===== config.mk =====
export PLATFORM = sky130hd
export DESIGN_NAME = ofs_fim_axi_mmio_csr_slave_flat
export DESIGN_NICKNAME = d
export VERILOG_FILES = /design/src/rtl/ofs_fim_axi_mmio_csr_slave_if.sv /design/src/rtl/ofs_fim_axi_mmio_csr_slave.sv /design/src/flat_wrapper.sv
export SDC_FILE = /design/constraint.sdc
export NUM_CORES = 1
export LEC_CHECK = 0
export ABC_AREA = 0
export CORE_ASPECT_RATIO = 1.4
export CORE_MARGIN = 8
export CORE_UTILIZATION = 36
export DETAILED_ROUTE_END_ITERATION = 6
export HOLD_SLACK_MARGIN = 0.02
export PLACE_DENSITY = 0.77
export SLEW_MARGIN = 20
export SYNTH_ARGS = -nofsm -noshare
export SYNTH_HDL_FRONTEND = slang
export SYNTH_SLANG_ARGS = --single-unit

===== constraint.sdc =====
create_clock -name clk -period 5.15 [get_ports clk]
set_input_delay 1.2875 -clock clk [delete_from_list [all_inputs] [get_ports clk]]
set_output_delay 1.2875 -clock clk [all_outputs]
set_load 0.01 [all_outputs]

===== src/rtl/ofs_fim_axi_mmio_csr_slave_if.sv =====
`default_nettype none
// ============================================================================
// Module      : ofs_fim_axi_mmio_csr_slave_if
// Description : AXI4 MMIO slave channels plus the flat CSR request/ack bus
//               seen by ofs_fim_axi_mmio_csr_slave.
// Revision    : 1.0 - initial release
// ============================================================================
interface ofs_fim_axi_mmio_csr_slave_if #(
    parameter int ID_W   = 9,
    parameter int ADDR_W = 18,
    parameter int DATA_W = 64
);
    // AXI write address / data / response
    logic                s_awvalid;
    logic                s_awready;
    logic [ID_W-1:0]     s_awid;
    logic [ADDR_W-1:0]   s_awaddr;
    logic [7:0]          s_awlen;
    logic                s_wvalid;
    logic                s_wready;
    logic [DATA_W-1:0]   s_wdata;
    logic [DATA_W/8-1:0] s_wstrb;
    logic                s_wlast;
    logic                s_bvalid;
    logic                s_bready;
    logic [ID_W-1:0]     s_bid;
    logic [1:0]          s_bresp;
    // AXI read address / data
    logic                s_arvalid;
    logic                s_arready;
    logic [ID_W-1:0]     s_arid;
    logic [ADDR_W-1:0]   s_araddr;
    logic [7:0]          s_arlen;
    logic                s_rvalid;
    logic                s_rready;
    logic [ID_W-1:0]     s_rid;
    logic [DATA_W-1:0]   s_rdata;
    logic [1:0]          s_rresp;
    logic                s_rlast;
    // Flat CSR bus
    logic                csr_wr;
    logic                csr_rd;
    logic [ADDR_W-1:0]   csr_addr;
    logic [DATA_W-1:0]   csr_wdata;
    logic [DATA_W/8-1:0] csr_wstrb;
    logic                csr_ack;
    logic [DATA_W-1:0]   csr_rdata;
    logic                csr_err;

    // Upstream MMIO master and downstream register file together
    modport master (
        output s_awvalid, s_awid, s_awaddr, s_awlen,
        input  s_awready,
        output s_wvalid, s_wdata, s_wstrb, s_wlast,
        input  s_wready,
        input  s_bvalid, s_bid, s_bresp,
        output s_bready,
        output s_arvalid, s_arid, s_araddr, s_arlen,
        input  s_arready,
        input  s_rvalid, s_rid, s_rdata, s_rresp, s_rlast,
        output s_rready,
        input  csr_wr, csr_rd, csr_addr, csr_wdata, csr_wstrb,
        output csr_ack, csr_rdata, csr_err
    );

    // The responder itself
    modport slave (
        input  s_awvalid, s_awid, s_awaddr, s_awlen,
        output s_awready,
        input  s_wvalid, s_wdata, s_wstrb, s_wlast,
        output s_wready,
        output s_bvalid, s_bid, s_bresp,
        input  s_bready,
        input  s_arvalid, s_arid, s_araddr, s_arlen,
        output s_arready,
        output s_rvalid, s_rid, s_rdata, s_rresp, s_rlast,
        input  s_rready,
        output csr_wr, csr_rd, csr_addr, csr_wdata, csr_wstrb,
        input  csr_ack, csr_rdata, csr_err
    );
endinterface
`default_nettype wire


===== src/rtl/ofs_fim_axi_mmio_csr_slave.sv =====
`default_nettype none
// ============================================================================
// Module      : ofs_fim_axi_mmio_csr_slave
// Description : AXI4 MMIO responder. Single-beat reads/writes become held
//               csr_wr/csr_rd requests released by csr_ack; bursts are
//               answered with SLVERR without touching the CSR bus.
//               Optional macro OFS_FIM_MMIO_CSR_TIMEOUT_EN adds an ack
//               timeout of TIMEOUT_CYCLES.
// Revision    : 1.0 - initial release
// ============================================================================
module ofs_fim_axi_mmio_csr_slave #(
    parameter int ID_W           = 9,
    parameter int ADDR_W         = 18,
    parameter int DATA_W         = 64,
    parameter int TIMEOUT_CYCLES = 256
) (
    input wire clk,
    input wire rst,
    ofs_fim_axi_mmio_csr_slave_if.slave bus
);
    localparam logic [1:0] c_RESP_OKAY   = 2'b00;
    localparam logic [1:0] c_RESP_SLVERR = 2'b10;

    typedef enum logic [2:0] {
        S_IDLE, S_WR_REQ, S_RD_REQ, S_WR_DRAIN, S_RD_ERR, S_B_RESP, S_R_RESP
    } state_t;

    state_t r_state, w_state_nxt;

    logic                r_aw_full, r_w_full, r_ar_full;
    logic [ID_W-1:0]     r_awid, r_arid;
    logic [ADDR_W-1:0]   r_awaddr, r_araddr;
    logic [7:0]          r_awlen, r_arlen;
    logic [DATA_W-1:0]   r_wdata;
    logic [DATA_W/8-1:0] r_wstrb;
    logic                r_wlast;
    logic                r_rr_pri;     // 0: write wins a tie, 1: read wins
    logic [1:0]          r_bresp, r_rresp;
    logic [DATA_W-1:0]   r_rdata;
    logic [7:0]          r_beat_cnt;

    logic w_awready, w_wready, w_arready;
    logic w_free_aw, w_free_w, w_free_ar;
    logic w_bvalid, w_rvalid, w_csr_wr, w_csr_rd;
    logic w_grant_wr, w_grant_rd, w_timeout, w_req_done;
    logic w_aw_fire, w_w_fire, w_ar_fire;

    // Round-robin arbitration between a complete write (AW+W) and a read
    assign w_grant_wr = (r_state == S_IDLE) && r_aw_full && r_w_full &&
                        (!r_ar_full || !r_rr_pri);
    assign w_grant_rd = (r_state == S_IDLE) && r_ar_full && !w_grant_wr;
    assign w_req_done = bus.csr_ack || w_timeout;

`ifdef OFS_FIM_MMIO_CSR_TIMEOUT_EN
    localparam int c_TO_W = $clog2(TIMEOUT_CYCLES + 1);
    logic [c_TO_W-1:0] r_to_cnt;
    assign w_timeout = ((r_state == S_WR_REQ) || (r_state == S_RD_REQ)) &&
                       (r_to_cnt == c_TO_W'(TIMEOUT_CYCLES));

    // Ack watchdog: cleared in IDLE so every request starts counting from 0
    always_ff @(posedge clk) begin
        if (rst || r_state == S_IDLE) begin
            r_to_cnt <= '0;
        end else if ((r_state == S_WR_REQ || r_state == S_RD_REQ) &&
                     !bus.csr_ack && !w_timeout) begin
            r_to_cnt <= r_to_cnt + 1'b1;
        end
    end
`else
    logic [31:0] w_unused_timeout_cfg;
    assign w_unused_timeout_cfg = TIMEOUT_CYCLES;
    assign w_timeout = 1'b0;
`endif

    // State register
    always_ff @(posedge clk) begin
        if (rst) r_state <= S_IDLE;
        else     r_state <= w_state_nxt;
    end

    // Next state, handshake readies, buffer release and CSR strobes
    always_comb begin
        w_state_nxt = r_state;
        w_csr_wr    = 1'b0;
        w_csr_rd    = 1'b0;
        w_bvalid    = 1'b0;
        w_rvalid    = 1'b0;
        w_free_aw   = 1'b0;
        w_free_w    = 1'b0;
        w_free_ar   = 1'b0;
        unique case (r_state)
            S_IDLE: begin
                if (w_grant_wr)
                    w_state_nxt = (r_awlen == 8'd0) ? S_WR_REQ : S_WR_DRAIN;
                else if (w_grant_rd)
                    w_state_nxt = (r_arlen == 8'd0) ? S_RD_REQ : S_RD_ERR;
            end
            S_WR_REQ: begin
                w_csr_wr = 1'b1;
                if (w_req_done) w_state_nxt = S_B_RESP;
            end
            S_RD_REQ: begin
                w_csr_rd = 1'b1;
                if (w_req_done) w_state_nxt = S_R_RESP;
            end
            S_WR_DRAIN: begin
                // The buffered beat is the first beat; later beats are discarded
                if (r_wlast || (bus.s_wvalid && bus.s_wlast))
                    w_state_nxt = S_B_RESP;
            end
            S_RD_ERR: begin
                w_rvalid = 1'b1;
                if (bus.s_rready && r_beat_cnt == 8'd0) begin
                    w_free_ar   = 1'b1;
                    w_state_nxt = S_IDLE;
                end
            end
            S_B_RESP: begin
                w_bvalid = 1'b1;
                if (bus.s_bready) begin
                    w_free_aw   = 1'b1;
                    w_free_w    = 1'b1;
                    w_state_nxt = S_IDLE;
                end
            end
            S_R_RESP: begin
                w_rvalid = 1'b1;
                if (bus.s_rready) begin
                    w_free_ar   = 1'b1;
                    w_state_nxt = S_IDLE;
                end
            end
            default: w_state_nxt = S_IDLE;
        endcase
    end

    assign w_awready = !r_aw_full || w_free_aw;
    assign w_arready = !r_ar_full || w_free_ar;
    assign w_wready  = (r_state == S_WR_DRAIN) ? !r_wlast : (!r_w_full || w_free_w);
    assign w_aw_fire = bus.s_awvalid && w_awready;
    assign w_ar_fire = bus.s_arvalid && w_arready;
    assign w_w_fire  = bus.s_wvalid && w_wready && (r_state != S_WR_DRAIN);

    // Buffer occupancy: a fill in the releasing cycle keeps the entry full
    always_ff @(posedge clk) begin
        if (rst) begin
            r_aw_full <= 1'b0;
            r_w_full  <= 1'b0;
            r_ar_full <= 1'b0;
        end else begin
            if (w_aw_fire)      r_aw_full <= 1'b1;
            else if (w_free_aw) r_aw_full <= 1'b0;
            if (w_w_fire)       r_w_full  <= 1'b1;
            else if (w_free_w)  r_w_full  <= 1'b0;
            if (w_ar_fire)      r_ar_full <= 1'b1;
            else if (w_free_ar) r_ar_full <= 1'b0;
        end
    end

    // Buffer payloads captured on each accepted handshake
    always_ff @(posedge clk) begin
        if (w_aw_fire) begin
            r_awid   <= bus.s_awid;
            r_awaddr <= bus.s_awaddr;
            r_awlen  <= bus.s_awlen;
        end
        if (w_w_fire) begin
            r_wdata <= bus.s_wdata;
            r_wstrb <= bus.s_wstrb;
            r_wlast <= bus.s_wlast;
        end
        if (w_ar_fire) begin
            r_arid   <= bus.s_arid;
            r_araddr <= bus.s_araddr;
            r_arlen  <= bus.s_arlen;
        end
    end

    // Response payloads, arbitration pointer and error-burst beat counter
    always_ff @(posedge clk) begin
        if (rst) begin
            r_rr_pri   <= 1'b0;
            r_bresp    <= c_RESP_OKAY;
            r_rresp    <= c_RESP_OKAY;
            r_rdata    <= '0;
            r_beat_cnt <= 8'd0;
        end else begin
            unique case (r_state)
                S_IDLE: begin
                    if (w_grant_wr) begin
                        r_rr_pri <= ~r_rr_pri;
                        if (r_awlen != 8'd0) r_bresp <= c_RESP_SLVERR;
                    end else if (w_grant_rd) begin
                        r_rr_pri <= ~r_rr_pri;
                        if (r_arlen != 8'd0) begin
                            r_beat_cnt <= r_arlen;
                            r_rdata    <= '0;
                            r_rresp    <= c_RESP_SLVERR;
                        end
                    end
                end
                S_WR_REQ: begin
                    if (bus.csr_ack)
                        r_bresp <= bus.csr_err ? c_RESP_SLVERR : c_RESP_OKAY;
                    else if (w_timeout)
                        r_bresp <= c_RESP_SLVERR;
                end
                S_RD_REQ: begin
                    if (bus.csr_ack) begin
                        r_rdata <= bus.csr_rdata;
                        r_rresp <= bus.csr_err ? c_RESP_SLVERR : c_RESP_OKAY;
                    end else if (w_timeout) begin
                        r_rdata <= '1;
                        r_rresp <= c_RESP_SLVERR;
                    end
                end
                S_RD_ERR: begin
                    if (bus.s_rready && r_beat_cnt != 8'd0)
                        r_beat_cnt <= r_beat_cnt - 8'd1;
                end
                default: ;
            endcase
        end
    end

    assign bus.s_awready = w_awready;
    assign bus.s_wready  = w_wready;
    assign bus.s_arready = w_arready;
    assign bus.s_bvalid  = w_bvalid;
    assign bus.s_bid     = r_awid;
    assign bus.s_bresp   = r_bresp;
    assign bus.s_rvalid  = w_rvalid;
    assign bus.s_rid     = r_arid;
    assign bus.s_rdata   = r_rdata;
    assign bus.s_rresp   = r_rresp;
    assign bus.s_rlast   = (r_state == S_R_RESP) ||
                           (r_state == S_RD_ERR && r_beat_cnt == 8'd0);
    assign bus.csr_wr    = w_csr_wr;
    assign bus.csr_rd    = w_csr_rd;
    assign bus.csr_addr  = (r_state == S_RD_REQ) ? r_araddr : r_awaddr;
    assign bus.csr_wdata = r_wdata;
    assign bus.csr_wstrb = r_wstrb;
endmodule
`default_nettype wire


===== src/flat_wrapper.sv =====
// flat-port wrapper written by rule: the top's interface ports become plain ports
module ofs_fim_axi_mmio_csr_slave_flat 
#(
    parameter int ID_W           = 9,
    parameter int ADDR_W         = 18,
    parameter int DATA_W         = 64,
    parameter int TIMEOUT_CYCLES = 256
)
  (clk, rst, bus_s_awvalid, bus_s_awid, bus_s_awaddr, bus_s_awlen, bus_s_awready, bus_s_wvalid, bus_s_wdata, bus_s_wstrb, bus_s_wlast, bus_s_wready, bus_s_bvalid, bus_s_bid, bus_s_bresp, bus_s_bready, bus_s_arvalid, bus_s_arid, bus_s_araddr, bus_s_arlen, bus_s_arready, bus_s_rvalid, bus_s_rid, bus_s_rdata, bus_s_rresp, bus_s_rlast, bus_s_rready, bus_csr_wr, bus_csr_rd, bus_csr_addr, bus_csr_wdata, bus_csr_wstrb, bus_csr_ack, bus_csr_rdata, bus_csr_err);
  ofs_fim_axi_mmio_csr_slave_if #(.ID_W(ID_W), .ADDR_W(ADDR_W), .DATA_W(DATA_W)) bus_i ();
  input wire clk;
  input wire rst;
  input wire logic [$bits(bus_i.s_awvalid)-1:0] bus_s_awvalid;
  input wire logic [$bits(bus_i.s_awid)-1:0] bus_s_awid;
  input wire logic [$bits(bus_i.s_awaddr)-1:0] bus_s_awaddr;
  input wire logic [$bits(bus_i.s_awlen)-1:0] bus_s_awlen;
  output wire logic [$bits(bus_i.s_awready)-1:0] bus_s_awready;
  input wire logic [$bits(bus_i.s_wvalid)-1:0] bus_s_wvalid;
  input wire logic [$bits(bus_i.s_wdata)-1:0] bus_s_wdata;
  input wire logic [$bits(bus_i.s_wstrb)-1:0] bus_s_wstrb;
  input wire logic [$bits(bus_i.s_wlast)-1:0] bus_s_wlast;
  output wire logic [$bits(bus_i.s_wready)-1:0] bus_s_wready;
  output wire logic [$bits(bus_i.s_bvalid)-1:0] bus_s_bvalid;
  output wire logic [$bits(bus_i.s_bid)-1:0] bus_s_bid;
  output wire logic [$bits(bus_i.s_bresp)-1:0] bus_s_bresp;
  input wire logic [$bits(bus_i.s_bready)-1:0] bus_s_bready;
  input wire logic [$bits(bus_i.s_arvalid)-1:0] bus_s_arvalid;
  input wire logic [$bits(bus_i.s_arid)-1:0] bus_s_arid;
  input wire logic [$bits(bus_i.s_araddr)-1:0] bus_s_araddr;
  input wire logic [$bits(bus_i.s_arlen)-1:0] bus_s_arlen;
  output wire logic [$bits(bus_i.s_arready)-1:0] bus_s_arready;
  output wire logic [$bits(bus_i.s_rvalid)-1:0] bus_s_rvalid;
  output wire logic [$bits(bus_i.s_rid)-1:0] bus_s_rid;
  output wire logic [$bits(bus_i.s_rdata)-1:0] bus_s_rdata;
  output wire logic [$bits(bus_i.s_rresp)-1:0] bus_s_rresp;
  output wire logic [$bits(bus_i.s_rlast)-1:0] bus_s_rlast;
  input wire logic [$bits(bus_i.s_rready)-1:0] bus_s_rready;
  output wire logic [$bits(bus_i.csr_wr)-1:0] bus_csr_wr;
  output wire logic [$bits(bus_i.csr_rd)-1:0] bus_csr_rd;
  output wire logic [$bits(bus_i.csr_addr)-1:0] bus_csr_addr;
  output wire logic [$bits(bus_i.csr_wdata)-1:0] bus_csr_wdata;
  output wire logic [$bits(bus_i.csr_wstrb)-1:0] bus_csr_wstrb;
  input wire logic [$bits(bus_i.csr_ack)-1:0] bus_csr_ack;
  input wire logic [$bits(bus_i.csr_rdata)-1:0] bus_csr_rdata;
  input wire logic [$bits(bus_i.csr_err)-1:0] bus_csr_err;
  assign bus_i.s_awvalid = bus_s_awvalid;
  assign bus_i.s_awid = bus_s_awid;
  assign bus_i.s_awaddr = bus_s_awaddr;
  assign bus_i.s_awlen = bus_s_awlen;
  assign bus_s_awready = bus_i.s_awready;
  assign bus_i.s_wvalid = bus_s_wvalid;
  assign bus_i.s_wdata = bus_s_wdata;
  assign bus_i.s_wstrb = bus_s_wstrb;
  assign bus_i.s_wlast = bus_s_wlast;
  assign bus_s_wready = bus_i.s_wready;
  assign bus_s_bvalid = bus_i.s_bvalid;
  assign bus_s_bid = bus_i.s_bid;
  assign bus_s_bresp = bus_i.s_bresp;
  assign bus_i.s_bready = bus_s_bready;
  assign bus_i.s_arvalid = bus_s_arvalid;
  assign bus_i.s_arid = bus_s_arid;
  assign bus_i.s_araddr = bus_s_araddr;
  assign bus_i.s_arlen = bus_s_arlen;
  assign bus_s_arready = bus_i.s_arready;
  assign bus_s_rvalid = bus_i.s_rvalid;
  assign bus_s_rid = bus_i.s_rid;
  assign bus_s_rdata = bus_i.s_rdata;
  assign bus_s_rresp = bus_i.s_rresp;
  assign bus_s_rlast = bus_i.s_rlast;
  assign bus_i.s_rready = bus_s_rready;
  assign bus_csr_wr = bus_i.csr_wr;
  assign bus_csr_rd = bus_i.csr_rd;
  assign bus_csr_addr = bus_i.csr_addr;
  assign bus_csr_wdata = bus_i.csr_wdata;
  assign bus_csr_wstrb = bus_i.csr_wstrb;
  assign bus_i.csr_ack = bus_csr_ack;
  assign bus_i.csr_rdata = bus_csr_rdata;
  assign bus_i.csr_err = bus_csr_err;
  ofs_fim_axi_mmio_csr_slave #(.ID_W(ID_W), .ADDR_W(ADDR_W), .DATA_W(DATA_W), .TIMEOUT_CYCLES(TIMEOUT_CYCLES)) u_core (.clk(clk), .rst(rst), .bus(bus_i));
endmodule

==> results of run 1 <==
## synth_stat cells (all sizes together) (2+ instances only)
library cell  number
edfxtp           143
dfxtp             81
a22o              64
a21oi             27
mux2              18
nor2              18
nand2             17
o21ai             14
buf               13
clkbuf            13
inv               12
nor4               6
or3                5
nand3              4
nor3               4
a211oi             3
and2               3
nor3b              3
o31ai              3
or2                3
a211o              2
a21o               2
ha                 2
nor2b              2
## where the power goes
| part | internal [mW] | total (mW) | switching (mW) |
|---|---|---|---|
| clock | 0.892 | 1.54 | 0.651 |
| combinational | 0.375 | 0.698 | 0.323 |
| sequential | 2.04 | 2.10 | 0.0638 |
| total | 3.31 | 4.35 | 1.04 |
## worst max path at each step
stage	cells after the start	end	from	slack [ns]
floorplan	4	u_core.bus.csr_wdata[0]	bus_s_bready	1.33
global placement	4	bus_s_arready	bus_s_rready	0.92
detailed placement	4	bus_s_arready	bus_s_rready	0.91
CTS	4	bus_s_arready	bus_s_rready	0.89
global route	6	bus_s_arready	u_core.r_beat_cnt[0]	0.74
finish	4	bus_s_arready	bus_s_rready	0.89
## cell usage in the layout (no fill, tap or decap), types with 2 or more instances in the layout
master	count
or3_1	5
and2_1	3
edfxtp_1	143
clkbuf_1	3
buf_4	6
nand2_1	17
inv_1	12
clkdlybuf4s50_1	397
a22o_1	64
o31ai_1	3
a21o_1	2
ha_1	2
nor3b_1	2
clkbuf_16	24
a211o_1	2
or2_0	2
conb_1	2
a211oi_1	2
nor3_1	3
mux2_2	18
o21ai_0	13
clkinvlp_4	3
a21oi_1	26
nor4_1	6
nand3_1	4
clkinv_1	4
dfxtp_1	81
clkinv_2	3
nor2_1	17
## through the flow
| stage | util, % | power [mW] | worst slack (ns) | hold WS (ns) |
|---|---|---|---|---|
| after floorplan | - | 2.460 | 1.334 | 0.4526 |
| after global placement | 56.44 | 2.825 | 0.9170 | 0.4597 |
| after detailed placement | 56.44 | 2.843 | 0.9079 | 0.4626 |
| after CTS | 59.73 | 4.401 | 0.8909 | 0.4818 |
| after global routing | 59.73 | 4.528 | 0.7446 | 0.4928 |
| final | 59.73 | 4.346 | 0.8865 | 0.4776 |
## layout make-up
type,count,share of cell area (%)
clock inverter,11,0.6568
inverter,12,0.3583
multi-input combinational,218,12.51
tap,260,2.588
clock buffer,27,4.867
timing repair buffer,403,31.97
sequential,224,47.05
## worst register-to-register path: cells and delay by family (launching register included)
family                     cells  cell delay (ns)
AOI/OAI and AO/OA              2             0.64
adders and majority gates      1             0.15
buffers and inverters          2             0.51
DFF                            1             0.34
and+or+nand+nor                2             0.97
## flip-flops by register name, summed over array words and instances (netlist names)
| signal | flops |
|---|---|
| u_core.bus.s_rdata | 64 |
| u_core.r_ar_full | 1 |
| u_core.r_awlen | 8 |
| u_core.bus.csr_wdata | 64 |
| u_core.bus.s_bresp | 1 |
| u_core.bus.s_rid | 9 |
| u_core.r_araddr | 18 |
| u_core.bus.s_bid | 9 |
| u_core.bus.s_rresp | 1 |
| u_core.r_awaddr | 18 |
| u_core.r_beat_cnt | 8 |
| u_core.bus.csr_wstrb | 8 |
| u_core.r_state | 3 |
| u_core.r_rr_pri | 1 |
| u_core.r_arlen | 8 |
| u_core.r_wlast | 1 |
| u_core.r_aw_full | 1 |
| u_core.r_w_full | 1 |
## cell families (layout without fill, tap and decap cells)
group           Yosys count  in the layout  share of synthesized area, %
simple gates             70             70                         4.657
buf+inv                  38            453                         2.931
mux                      18             18                         2.638
xor+xnor                  1              1                        0.1140
flops                   224            224                         76.99
compound gates          125            125                         12.29
fa+ha+maj                 2              2                        0.3256
other cells               1              2                       0.04881
## metal layers
metal / global-route usage (%) / share of wire [%] / wire (µm) / vias to the layer above
met5: 0 / 0.054 / 13 / -
li1: - / - / - / 2637
met1: 18.60 / 36 / 8752 / 2635
met3: 6.578 / 11 / 2536 / 43
met4: 5.676 / 2.6 / 638 / 2
met2: 31.71 / 51 / 12200 / 324
==> summary.txt, run 1 <==
Critical path
  – CP startpoint kind: primary input
  – End of the worst register-to-register path: u_core.r_araddr[9]
  – Buf/Inv on CP: 3
  – Worst path most repeated cell: clkdlybuf4s50_1
  – Reg2reg start: u_core.r_beat_cnt[0]
  – Worst Path Arrival: 2.98 ns
  – Crit-path slowest cell: clkdlybuf4s50_1
  – Crit path largest cell delay: between 0.6 and 0.7 ns
  – R2R Setup Slk: 2.21 ns
  – Crit-path leading delay family: buffers and inverters
  – R2R depth: 7
  – Crit-path max FO: 3
  – Critical path class: in2out
  – Crit end category: primary output
  – Worst Path Required: just under 4 ns
  – CP cell instances: clkdlybuf4s50_1 -> inv_1 -> o31ai_1 -> clkdlybuf4s50_1

Drt
  – Drt pass-1 iters: 5
  – Via density: roughly 5
  – Vias: 5641
  – Antenna viol nets, final: 0
  – DRC: 0
  – Final wirelength: around 24 mm
  – DR WL/cell: between 20 and 25 µm
  – DR iter-0 viols: 424

Clock network
  – Number of buffers created by CTS: 22
  – Clock Tree Buf Depth: 3
  – H-tree lvl count: 1
  – Clk_lat worst skew: slightly below 0.5 ns
  – Clock Sinks: ~220
  – Clock slew at reported path FFs: about 0.060 ns
  – Hold buffers post-CTS: 0
  – Post-CTS Setup Bufs: 0
  – CTS resizes: 0
  – Root buffer cell: clkbuf_16
  – TritonCTS clock tree: yes

STA
  – Transition time of the tightest slew-check pin: between 0.8 and 0.9 ns
  – Slew Viols, Final: 0
  – Setup tns final: 0 ns
  – RSZ-0062 raised after global routing: no
  – Slew headroom: 40.69%
  – Setup violators final: 0
  – Max Fclk: 234.5 MHz
  – Count of final hold-check violations: 0
  – Fin crit share: between 80% and 90%
  – Skew final: 0.008610 ns
  – Period minus WS final: between 4 and 5 ns

Floorplan
  – Placement row count: 63
  – Core box area: 21050 µm²
  – Die width: 139.5 µm
  – Die footprint: approximately 26000 µm²
  – Die height: approximately 190 µm
  – IO Pins: 400
  – Initial Utilization: 36.51%

Global routing
  – Gr ovfl total: 0
  – Total GRT Usage: ~18%
  – Vias in the first global route: between 5000 and 6000
  – Pin count of the biggest net entering global routing: 73
  – Initial antenna violation count: 1
  – First-pass GRT wire length: 36.10 mm

Hold path
  – Hold path startpoint: u_core.bus.s_rdata[43]
  – Hold EP: u_core.bus.s_rdata[43]
  – Hold crit path type: reg2reg
  – Hold depth: 1

Synth
  – Netlist cell types: 47
  – Synth Flop Type: edfxtp_1
  – Cell count after synthesis: ~480
  – Avg Cell Area, Syn: 16.04 µm²
  – Synthesis-stage register bit count: 224
  – Synth warn: 0
  – Count of flip-flops with a built-in enable after synthesis: 143
  – Synth top area share: between 50% and 60%
  – Mapped cell area: 7684 µm²
  – Largest area contributor in the netlist: edfxtp_1
  – Ys async rst share: 0%
  – Top post-synthesis cells by area: edfxtp_1 56%, dfxtp_1 21%, a22o_1 7.3%
  – Sequential area share after synthesis: 76.99%

Cells and area
  – P&R area growth vs syn: 63.62%
  – Fin nets: 1099
  – Fillers: roughly 1600
  – Reg area: between 5000 and 6000 µm²
  – Area occupied by multi-input gates: 1573 µm²
  – Design area: about 13000 µm²
  – Final Non-Filler Cells: 1155
  – Ratio of cells with drive above 1 in the final layout: 7.151%
  – Diode count: 0

Placement
  – Inst Count DP: 1117
  – Post-DP HPWL: 18.58 mm
  – DP Area: 11880 µm²
  – Port Buffers: between 300 and 400
  – Gpl congestion: 0.8410

Pwr
  – Pwr dens: 345.6 nW/µm²
  – Pleak: around 4.5 nW
  – VDD IR max: 261.4 µV

Status
  – Status: finished, final reports clean

Run
  – Max-Cap Viols: 0
No activity file was read; power rests on OpenSTA's default activity.
==> inputs of run 2 (changes only) <==
- clock period: 5.15 -> 3.5 ns (I/O delays scaled with it)
==> summary.txt, run 2 (same netlist as run 1, synthesis figures left out) <==
Cells and area
  – Fillers: 1599 (was 1629)
  – Design area: 12640 µm² (was 12570 µm²)
  – Diode count: 0 (unchanged)
  – Fin nets: 1104 (was 1099)
  – Final core occ: 60.06% (was 59.73%)
  – Most frequent cells in the layout: 396 x clkdlybuf4s50_1, 143 x edfxtp_1, 81 x dfxtp_1 (was 397 x clkdlybuf4s50_1, 143 x edfxtp_1, 81 x dfxtp_1)
  – P&R area growth vs syn: 64.52% (was 63.62%)
  – Final Non-Filler Cells: 1161 (was 1155)
  – Ratio of cells with drive above 1 in the final layout: 8.213% (was 7.151%)
  – Commonest non-fill, non-tap cell in the layout: clkdlybuf4s50_1 (unchanged)

STA
  – Setup tns final: 0 ns (unchanged)
  – Slew Viols, Final: 0 (unchanged)
  – Period minus WS final: 3.301 ns
  – Count of final hold-check violations: 0 (unchanged)
  – Transition time of the tightest slew-check pin: 0.8123 ns (was 0.8896 ns)
  – Slew headroom: 45.35% (was 40.69%)
  – Fin crit share: 94.33%
  – Max Fclk: 302.9 MHz
  – RSZ-0062 raised after global routing: no (unchanged)
  – Skew final: 0.009965 ns (was 0.008610 ns)
  – Setup violators final: 0 (unchanged)

Clock network
  – Clock Sinks: 224 (unchanged)
  – H-tree lvl count: 1 (unchanged)
  – Post-CTS Setup Bufs: 0 (unchanged)
  – Root buffer cell: clkbuf_16 (unchanged)
  – Hold buffers post-CTS: 0 (unchanged)
  – Clk_lat worst skew: 0.50 ns (was 0.49 ns)
  – Number of buffers created by CTS: 22 (unchanged)
  – Clock slew at reported path FFs: 0.06 ns (about the same)
  – TritonCTS clock tree: yes (unchanged)
  – Clock Tree Buf Depth: 3 (unchanged)

Pwr
  – VDD IR max: 546.2 µV (was 261.4 µV)
  – Pwr dens: 507.8 nW/µm² (was 345.6 nW/µm²)
  – Total power: 6.419 mW (was 4.346 mW)
  – Pleak: 4.540 nW (was 4.492 nW)

Floorplan
  – IO Pins: 400 (unchanged)
  – Die height: 188.9 µm (unchanged)
  – Core box area: 21050 µm² (unchanged)
  – Die footprint: 26340 µm² (unchanged)
  – Placement row count: 63 (unchanged)
  – Die width: 139.5 µm (unchanged)
  – Initial Utilization: 36.51% (unchanged)

Placement
  – Inst Count DP: 1122 (was 1117)
  – DP Area: 11940 µm² (was 11880 µm²)
  – Gpl congestion: 0.7925 (was 0.8410)
  – Post-DP HPWL: 18.44 mm (was 18.58 mm)
  – Port Buffers: 397 (unchanged)

Drt
  – DRC: 0 (unchanged)
  – Antenna viol nets, final: 0 (unchanged)
  – DR iter-0 viols: 384 (was 424)
  – DR WL/cell: 20.78 µm (was 20.90 µm)
  – Drt pass-1 iters: 4 (was 5)
  – Vias: 5614 (was 5641)
  – Final wirelength: 24.12 mm (was 24.14 mm)
  – Via density: 4.835 (was 4.884)

Global routing
  – Total GRT Usage: 17.56% (was 17.60%)
  – Gr ovfl total: 0 (unchanged)
  – Pin count of the biggest net entering global routing: 65 (was 73)
  – Vias in the first global route: 5918 (was 5984)
  – First-pass GRT wire length: 36.00 mm (was 36.10 mm)
  – Initial antenna violation count: 0 (was 1)

Critical path
  – R2R Setup Slk: 0.85 ns (was 2.21 ns)
  – CP startpoint kind: primary input (unchanged)
  – R2R depth: 6 (was 7)
  – Worst Setup EP: bus_s_wready (was bus_s_arready)
  – Worst setup startpoint: bus_s_bready (was bus_s_rready)
  – Worst Path Required: 2.62 ns (was 3.86 ns)
  – Worst Path Arrival: 2.43 ns (was 2.98 ns)
  – Critical path class: in2out (unchanged)
  – Reg2reg start: u_core.r_arlen[1] (was u_core.r_beat_cnt[0])
  – End of the worst register-to-register path: u_core.bus.s_rdata[20] (was u_core.r_araddr[9])
  – Crit end category: primary output (unchanged)
  – Crit-path max FO: 3 (unchanged)

Run
  – Max-Cap Viols: 0 (unchanged)

Hold path
  – Hold crit path type: reg2reg (unchanged)

Status
  – Status: finished, final reports clean (unchanged)
[run 2: changes by cell type in the layout (fill, tap and decap cells not counted), sizes merged]
cell	delta
buf	+5
inv	+1
clkbuf	-2
dlymetal6s2s	+1
clkinvlp	-1
clkinv	+3
clkdlybuf4s50	-1
[run 2: cell type report]
| cell class | count | area, µm² | area share (%) |
|---|---|---|---|
| clock inverters | 14 | 100.1 | 0.7918 |
| well taps | 260 | 325.3 | 2.573 |
| inverters | 12 | 45.04 | 0.3563 |
| flip-flops and latches | 224 | 5916 | 46.80 |
| clock buffers | 25 | 593.1 | 4.692 |
| multi-input cells | 218 | 1578 | 12.48 |
| repair buffers | 408 | 4084 | 32.31 |
[run 2: report_power, final]
group          leakage, nW  switching (mW)  total (mW)  internal (mW)
combinational         2.18           0.481        1.06          0.577
sequential            2.02          0.0919        3.09           3.00
clock                0.343           0.976        2.27           1.29
total                 4.54            1.55        6.42           4.87
[run 2: metrics by stage]
stage | hold WS (ns) | worst slack (ns)
3_5_place_dp | 0.4632 | 0.09665
2_1_floorplan | 0.4526 | 0.09620
6_report | 0.4744 | 0.1986
4_1_cts | 0.4791 | 0.09585
3_3_place_gp | 0.4603 | 0.1028
5_1_grt | 0.4872 | 0.05594
[run 2: how the worst min path moves through the flow]
stage                            from                      to  slack [ns]  cells past startpoint
2_1_floorplan    u_core.r_beat_cnt[1]    u_core.r_beat_cnt[1]        0.45                      2
3_3_place_gp    u_core.bus.s_rdata[9]   u_core.bus.s_rdata[9]        0.46                      1
3_5_place_dp   u_core.bus.s_rdata[33]  u_core.bus.s_rdata[33]        0.46                      1
4_1_cts          u_core.r_beat_cnt[1]    u_core.r_beat_cnt[1]        0.48                      2
5_1_grt         u_core.bus.s_rdata[5]   u_core.bus.s_rdata[5]        0.49                      1
6_report       u_core.bus.s_rdata[47]  u_core.bus.s_rdata[47]        0.47                      1
[run 2: repair_timing]
action / CTS / global route
pin swaps: 0 / 0
endpoints found under the setup margin: 1 / 1
hold endpoints to repair: 0 / 0
resized for setup: 1 / 1
[run 2: worst max-delay path, stage by stage]
cell	delay [ns]
clkdlybuf4s50_1	0.44
nand2_1	0.08
nand2_1	0.05
a21oi_1	0.31
o31ai_1	0.13
clkdlybuf4s50_1	0.55
[run 2: metal layers]
| layer | GRT usage (%) | share of wire (%) | vias to the layer above |
|---|---|---|---|
| met3 | 7.006 | 10 | 28 |
| met1 | 18.69 | 36 | 2628 |
| met4 | 3.388 | 1.3 | 0 |
| met2 | 32.18 | 52 | 300 |
| li1 | - | - | 2658 |
| met5 | 0 | 0 | - |
